## src/rtl/sixteen_demux_deserializer_pkg.sv

```systemverilog
// Shared constants and state encoding for the 1-to-16 serial demux/deserializer.
package sixteen_demux_deserializer_pkg;

  localparam int WORD_W = 16;
  localparam int SEL_W  = 4;

  typedef enum logic [0:0] {
    FILL = 1'b0,
    HOLD = 1'b1
  } state_t;

endpackage

```

## src/rtl/sixteen_demux_deserializer_sel_decoder4to16.sv

```systemverilog
// 4-to-16 one-hot decoder producing per-position shadow write enables.
module sel_decoder4to16
  import sixteen_demux_deserializer_pkg::*;
(
  input  logic [SEL_W-1:0] i_sel,
  input  logic             i_en,
  output logic [0:WORD_W-1] o_we
);

  always_comb begin
    o_we = '0;
    for (int i = 0; i < WORD_W; i++) begin
      o_we[i] = i_en && (i_sel == SEL_W'(i));
    end
  end

endmodule

```

## src/rtl/sixteen_demux_deserializer.sv

```systemverilog
// Serial-to-parallel 1:16 demux: steers each accepted bit into a shadow word, hands off full words via valid/ready.
module sixteen_demux_deserializer
  import sixteen_demux_deserializer_pkg::*;
(
  input  logic              clk,
  input  logic              rst,
  input  logic              din,
  input  logic              din_valid,
  output logic              din_ready,
  input  logic              sync,
  output logic [SEL_W-1:0]  sel,
  output logic [0:WORD_W-1] dout,
  output logic              dout_valid,
  input  logic              dout_ready
);

  state_t              r_state;
  state_t              w_state_nxt;
  logic [SEL_W-1:0]    r_sel;
  logic [0:WORD_W-1]   r_shadow;
  logic [0:WORD_W-1]   r_dout;
  logic                r_dout_valid;
  logic [0:WORD_W-1]   w_we;
  logic                w_accept;
  logic                w_last;
  logic                w_consume;
  logic                w_out_free;
  logic                w_load_din;
  logic                w_load_hold;

  assign w_accept    = din_valid && din_ready && !sync;
  assign w_last      = w_accept && (r_sel == SEL_W'(WORD_W - 1));
  assign w_consume   = r_dout_valid && dout_ready;
  assign w_out_free  = !r_dout_valid || dout_ready;
  assign w_load_din  = w_last && w_out_free;
  // A sync in HOLD discards the pending word, so it must not also be transferred.
  assign w_load_hold = (r_state == HOLD) && w_consume && !sync;

  sel_decoder4to16 u_dec (
    .i_sel (r_sel),
    .i_en  (w_accept),
    .o_we  (w_we)
  );

  always_ff @(posedge clk or posedge rst) begin
    if (rst) r_state <= FILL;
    else     r_state <= w_state_nxt;
  end

  always_comb begin
    w_state_nxt = r_state;
    case (r_state)
      FILL: if (w_last && !w_out_free) w_state_nxt = HOLD;
      HOLD: if (w_consume)             w_state_nxt = FILL;
      default:                         w_state_nxt = FILL;
    endcase
    if (sync) w_state_nxt = FILL;
  end

  always_comb begin
    din_ready = (r_state == FILL);
  end

  always_ff @(posedge clk or posedge rst) begin
    if (rst) begin
      r_sel    <= '0;
      r_shadow <= '0;
    end else if (sync) begin
      r_sel    <= '0;
      r_shadow <= '0;
    end else begin
      if (w_accept) r_sel <= r_sel + 1'b1;
      for (int i = 0; i < WORD_W; i++) begin
        if (w_we[i]) r_shadow[i] <= din;
      end
    end
  end

  // The final bit bypasses the shadow so a free output takes the word on the same edge.
  always_ff @(posedge clk or posedge rst) begin
    if (rst) begin
      r_dout       <= '0;
      r_dout_valid <= 1'b0;
    end else if (w_load_din) begin
      r_dout       <= {r_shadow[0:WORD_W-2], din};
      r_dout_valid <= 1'b1;
    end else if (w_load_hold) begin
      r_dout       <= r_shadow;
      r_dout_valid <= 1'b1;
    end else if (w_consume) begin
      r_dout_valid <= 1'b0;
    end
  end

  assign sel        = r_sel;
  assign dout       = r_dout;
  assign dout_valid = r_dout_valid;

endmodule
```

## config.mk

```make
export PLATFORM = sky130hd
export DESIGN_NAME = sixteen_demux_deserializer
export DESIGN_NICKNAME = d
export VERILOG_FILES = /design/src/rtl/sixteen_demux_deserializer_pkg.sv /design/src/rtl/sixteen_demux_deserializer_sel_decoder4to16.sv /design/src/rtl/sixteen_demux_deserializer.sv
export SDC_FILE = /design/constraint.sdc
export NUM_CORES = 1
export LEC_CHECK = 0
export BUFFER_PORTS_ARGS = -buffer_cell sky130_fd_sc_hd__buf_4
export CORE_AREA = 2 2 54 106
export DETAILED_ROUTE_END_ITERATION = 10
export DIE_AREA = 0 0 56 108
export SYNTH_ARGS = -nofsm -noshare
export SYNTH_HDL_FRONTEND = slang
export SYNTH_SLANG_ARGS = --single-unit
```

## constraint.sdc

```tcl
create_clock -name clk -period 2.2 [get_ports clk]
set_input_delay 0.11 -clock clk [delete_from_list [all_inputs] [get_ports clk]]
set_output_delay 0.11 -clock clk [all_outputs]
set_load 0.01 [all_outputs]
```

==> impl_results.md, run 1 <==
* Setup WS pre-CTS at 305 ps
* Setup bufs post-CTS at 0
* Iter 0 DRT Violations at 14
* Number of setup violations in the final report at 0
* Clock transition at path regs at 70 ps
* Final setup TNS at 0 ps
* Post-Synthesis Cells at 153
* Hold Crit Class: primary input to register
* Die height at 108 um
* Initial core utilization at 34.3%
* Post-route DRC at 0
* Filler cells at 535
* Fin crit share at 85.3%
* Cell Count, Final, Fillers Out at 243
* Area grow syn2layout at 21.0%
* Crit end category: register
* Core Box Area at 0.00518 mm^2
* Post-DP HPWL at 2.81 mm
* Clock power share at 38.0%
* Via density at 5.23
* # rows at 37
* RD Place Congestion at 0.794
* P per Cell Area at 610 mW/mm^2
* TritonCTS buffer count at 5
* Grt ovf at 0
* FFs w/ async S/R, synth at 100%
* Total track usage at 13.5%
* IO Pins at 28
* Tmin final at 1880 ps
* Share of Yosys cell area claimed by the top area cell type at 53.5%
* Flop pwr share at 54.4%
* Post-DR wirelength/cell at 15.6 um
* Sw power at 0.000322 W
* Peak VDD IR at 375 uV
* Largest net degree at the start of global routing at 39
* Initial antenna violation count at 0
* Post-synth top area cell: dfrtp_1
* Pleak at 1.04 nW
* FMAX at 533 MHz
* Cts repair resizes at 0
* Synth Warn # at 0
* Syn_nets at 163
* Total wire length at 3.79 mm
* IO Port Bufs at 27
* RSZ-0062 raised after global routing: false
* Synth Cell Area at 0.00178 mm^2
* Arrival time at the worst endpoint at 2060 ps
* Vias at 1271
* Antenna Nets Post-Route at 0
* Skew-Pair Late Insertion Delay at 290 ps
* CTS sink count at 38
* Vias in the first global route at 1303
* 1st-pass router iterations at 4
* Seq/Total Area, Yosys at 53.5%
* Synth Register Bits at 38
* Startpoint types: register
* CTS tree: built
* Worst Path Required at 2380 ps
* Layout Nets at 194
* Kind of critical path: register to register
* Clock skew at 3.71 ps
* Pins Over Slew Limit at 0
* H-tree Lvls at 2
* First-pass GRT wire length at 6.36 mm
* Post-cts hold buffer count at 1
* Syn avg cell area at 11.6 um^2
* Placed Cells incl. Taps at 234
* Top cells by area, synth: dfrtp_1 53%, mux2_2 11%, nand4_1 5.3%
* Sw Share at 24.6%
* Final hold viol count at 0
* Clock root buffer master: clkbuf_8
* Distinct cells, synth at 32
* Layout cell share with drive strength beyond 1 at 35.1%
* Die Span X at 56 um
* Pint at 0.000989 W
* Slew of the pin with the lowest slew margin at 492 ps
* Post-synth top flop: dfrtp_1
* Post-synth EDFFs at 0
* Final core utilization at 41.5%
* Final worst slack at 323 ps
* Pwr Total at 0.00131 W
* Antenna Cells at 0
* Die area at 0.00605 mm^2
* Maximum root-to-sink buffer count at 2
* Comb power frac at 7.6%
* Max-slew headroom at 67.2%
* Max cap viols at 0
* Status: complete, no violations
* Peak fanout along the critical path at 15
-- kinds of logic (layout without fill, tap and decap cells) --
kind of cell | count (synthesis) | after routing | share of synthesized area (%)
fa+ha+maj | 4 | 4 | 2.82
mux | 19 | 19 | 12.0
flops | 38 | 38 | 53.5
simple gates | 41 | 41 | 15.5
xor+xnor | 2 | 2 | 0.985
buf+inv | 14 | 46 | 3.59
compound gates | 35 | 35 | 11.7
-- per-stage QoR --
stage	instance area (um^2)	hold slack [ps]
5_1_grt	2150	21.3
3_5_place_dp	2050	265
3_3_place_gp	2050	259
2_1_floorplan	1780	197
4_1_cts	2150	11.6
6_report	2150	20.2
-- metal layers --
layer	global-route usage, %	wire (um)	up-vias
met4	7.65	117	0
met3	2.15	100	10
met5	0	0	-
li1	-	-	620
met1	14.2	1410	617
met2	25.0	2160	24
-- placed cells by master (no fill, tap or decap), types with 2 or more instances in the layout --
cell type | netlist | routed
buf_4 | 0 | 32
or2_2 | 2 | 2
nand4_1 | 15 | 15
inv_1 | 5 | 5
mux2_2 | 18 | 18
nor2b_1 | 4 | 4
a21oi_1 | 16 | 16
nand2b_1 | 2 | 2
o21ai_0 | 17 | 17
dfrtp_1 | 38 | 38
nand3b_1 | 3 | 3
nor2_1 | 4 | 4
ha_1 | 4 | 4
clkbuf_8 | 0 | 6
-- final timing paths --
check	cells past startpoint	slack [ps]	to	start
worst max-delay path	5	320	dout[7]	sel[0]
worst min-delay path	2	20	r_state	dout_ready
worst max register to register	5	320	dout[7]	sel[0]
worst min register to register	1	500	dout[13]	r_shadow[13]
max in group asynchronous	4	1350	r_shadow[0]	rst
min in group asynchronous	4	500	dout[10]	rst
-- state kept, by name (all words and copies together) (netlist names) --
| register | cells |
|---|---|
| sel | 4 |
| r_shadow | 16 |
| dout | 16 |
| dout_valid | 1 |
| r_state | 1 |
-- Yosys cell counts (2+ instances only) --
library cell	number
nand4_1	15
mux2_2	18
dfrtp_1	38
clkbuf_1	4
nor2_1	4
o21ai_0	17
ha_1	4
or2_2	2
inv_1	5
buf_2	3
nand2b_1	2
nor2b_1	4
nand3b_1	3
a21oi_1	16
-- power by group through the flow --
stage               clock network [W]   logic, W  registers, W
floorplan                           0  0.0000602      0.000727
global placement                    0  0.0000987      0.000726
detailed placement                  0  0.0000995      0.000727
CTS                          0.000520   0.000101      0.000713
global route                 0.000540   0.000110      0.000714
finish                       0.000499  0.0000994      0.000713
-- worst max-delay path, cell delays in order, from the launching register on --
cell,delay [ps]
dfrtp_1,450
ha_1,300
nand3b_4,150
o41ai_4,220
buf_4,280
mux2_2,360
-- layout make-up --
cell class                      count  area [um^2]  area share (%)
Sequential cell                    38          951            44.2
Tap cell                           58         72.6            3.37
Clock inverter                      2         12.5           0.582
Multi-Input combinational cell    101          763            35.5
Inverter                            5         18.8           0.873
Timing Repair Buffer               33          250            11.6
Clock buffer                        6         82.6            3.84
No activity file was read; power rests on OpenSTA's default activity.
==> inputs of run 2 (changes only) <==
--- a/config.mk
+++ b/config.mk
@@ -7,6 +7,7 @@
 export LEC_CHECK = 0
 export BUFFER_PORTS_ARGS = -buffer_cell sky130_fd_sc_hd__buf_4
 export CORE_AREA = 2 2 54 106
+export CTS_BUF_LIST = sky130_fd_sc_hd__clkbuf_8
 export DETAILED_ROUTE_END_ITERATION = 10
 export DIE_AREA = 0 0 56 108
 export SYNTH_ARGS = -nofsm -noshare
==> constraint.sdc (replaced) <==
create_clock -name clk -period 2.4 [get_ports clk]
set_input_delay 0.12 -clock clk [delete_from_list [all_inputs] [get_ports clk]]
set_output_delay 0.12 -clock clk [all_outputs]
set_load 0.05 [all_outputs]
==> run 2 against run 1 <==
Effect of this change:
- sequential share of layout area decreased by 0.13 points
- die area unchanged
- global-route usage increased by 0.28 points
- clock power increased by 6.4%
- sequential power decreased by 8.1%
- design area increased by 0.29%
- highest routed layer unchanged
- register-to-register slack improved by 170 ps
- non-clock buffer count decreased by 1
- worst setup slack improved by 170 ps
==> impl_results.md, run 2 (synthesis gave the netlist of run 1 again) <==
* Initial core utilization at 34.3%
* Total wire length at 3.91 mm
* Number of setup violations in the final report at 0
* Peak fanout along the critical path at 15
* Final core utilization at 41.6%
* FMAX at 524 MHz
* Fin crit share at 79.5%
* Die area at 0.00605 mm^2
* CP max stage delay at 460 ps
* Setup bufs post-CTS at 0
* Final setup TNS at 0 ps
* Status: complete, no violations
* Fin Hold WS at 26.6 ps
* Post-route DRC at 0
* Tmin final at 1910 ps
* Layout cell share with drive strength beyond 1 at 34.8%
* Max cap viols at 0
* Hold Crit Class: primary input to register
* Clock power share at 41.2%
* Arrival time at the worst endpoint at 2090 ps
* CTS sink count at 38
* Total track usage at 13.8%
* Peak VDD IR at 565 uV
* Worst Path Required at 2580 ps
* Pins Over Slew Limit at 0
* Pwr Total at 0.00129 W
* Area grow syn2layout at 21.3%
* Slew of the pin with the lowest slew margin at 485 ps
* Commonest non-fill, non-tap cell in the layout: dfrtp_1
* Via density at 5.32
* Crit path cell chain: ha_1 -> nand3b_4 -> o41ai_4 -> buf_4 -> mux2_2
* CTS tree: built
* RSZ-0062 raised after global routing: false
* Largest net degree at the start of global routing at 39
* Maximum root-to-sink buffer count at 2
* Die height at 108 um
* Antenna Cells at 0
* Vias at 1288
* 1st-pass router iterations at 4
* RD Place Congestion at 0.782
* CP bufs+invs at 1
* Pint at 0.000982 W
* CP max-delay cell: dfrtp_1
* Startpoint types: register
* Kind of critical path: register to register
* Die Span X at 56 um
* Skew-Pair Late Insertion Delay at 290 ps
* Antenna Nets Post-Route at 0
* P per Cell Area at 598 mW/mm^2
* TritonCTS buffer count at 5
* Sw power at 0.000308 W
* Clock transition at path regs at 70 ps
* Pleak at 1.05 nW
* Iter 0 DRT Violations at 20
* Layout Nets at 193
* Initial antenna violation count at 0
* Vias in the first global route at 1283
* Commonest cells after routing, fill and taps aside: 38 x dfrtp_1, 31 x buf_4, 18 x mux2_2
* H-tree Lvls at 2
* Grt ovf at 0
* Crit end category: register
* Clock root buffer master: clkbuf_8
* Comb power frac at 8.0%
* Sw Share at 23.9%
* Final hold viol count at 0
* Core Box Area at 0.00518 mm^2
* Post-DP HPWL at 2.80 mm
* Cell Count, Final, Fillers Out at 242
* CP top delay family: flip-flops
* Placed Cells incl. Taps at 233
* First-pass GRT wire length at 6.41 mm
* Max-slew headroom at 67.7%
* Flop pwr share at 50.8%
* Post-DR wirelength/cell at 16.2 um
* IO Port Bufs at 27
* Clock skew at 2.54 ps
* # rows at 37
* IO Pins at 28
[run 2: cell types whose count changed in the layout (fill, tap and decap cells not counted)]
cell and delta:
buf_4 -1, clkinvlp_4 -1, clkinv_2 +1, clkbuf_8 -1, bufinv_16 +1
[run 2: final cells by class]
type                            instances  area (um^2)
Multi-Input combinational cell        101          763
Inverter                                5         18.8
Sequential cell                        38          951
Fill cell                             527         3030
Timing Repair Buffer                   32          243
Clock inverter                          3         40.0
Tap cell                               58         72.6
Clock buffer                            5         68.8
[run 2: routing by layer]
metal  vias up  track usage [%]  wire, um
li1        617                -         -
met1       633             14.4      1520
met2        30             25.5      2170
met3         8             2.51       134
met4         0             7.31        79
met5         -                0         0
[run 2: what timing repair did]
item | CTS | global route
hold buffers | 1 | 0
resized for setup | 0 | 0
hold endpoints to repair | 38 | 0
[run 2: path summary, 6_finish.rpt]
check                      slack [ps]  endpoint  cells after the start          from
hold / removal                     30   r_state                      2    dout_ready
min in group asynchronous         490   dout[8]                      4           rst
setup / recovery                  490   dout[2]                      5        sel[0]
setup reg to reg                  490   dout[2]                      5        sel[0]
hold reg to reg                   510  dout[12]                      1  r_shadow[12]
max in group asynchronous        1570    sel[3]                      4           rst
[run 2: power by group through the flow]
| stage | sequential (W) | clock [W] | combinational (W) |
|---|---|---|---|
| 6_report | 0.000655 | 0.000531 | 0.000104 |
| 5_1_grt | 0.000656 | 0.000574 | 0.000112 |
| 4_1_cts | 0.000654 | 0.000550 | 0.000104 |
| 3_5_place_dp | 0.000667 | 0 | 0.000102 |
| 3_3_place_gp | 0.000667 | 0 | 0.000101 |
| 2_1_floorplan | 0.000677 | 0 | 0.0000552 |
[run 2: metrics by stage]
stage          setup slack [ps]  area [um^2]
2_1_floorplan               221         1780
3_3_place_gp                536         2040
3_5_place_dp                498         2040
4_1_cts                     479         2160
5_1_grt                     349         2160
6_report                    493         2160
[run 2: worst register-to-register path, cell delays in order, from the launching register on]
cell and delay [ps]:
dfrtp_1 460, ha_1 320, nand3b_4 160, o41ai_4 210
buf_4 280, mux2_2 370
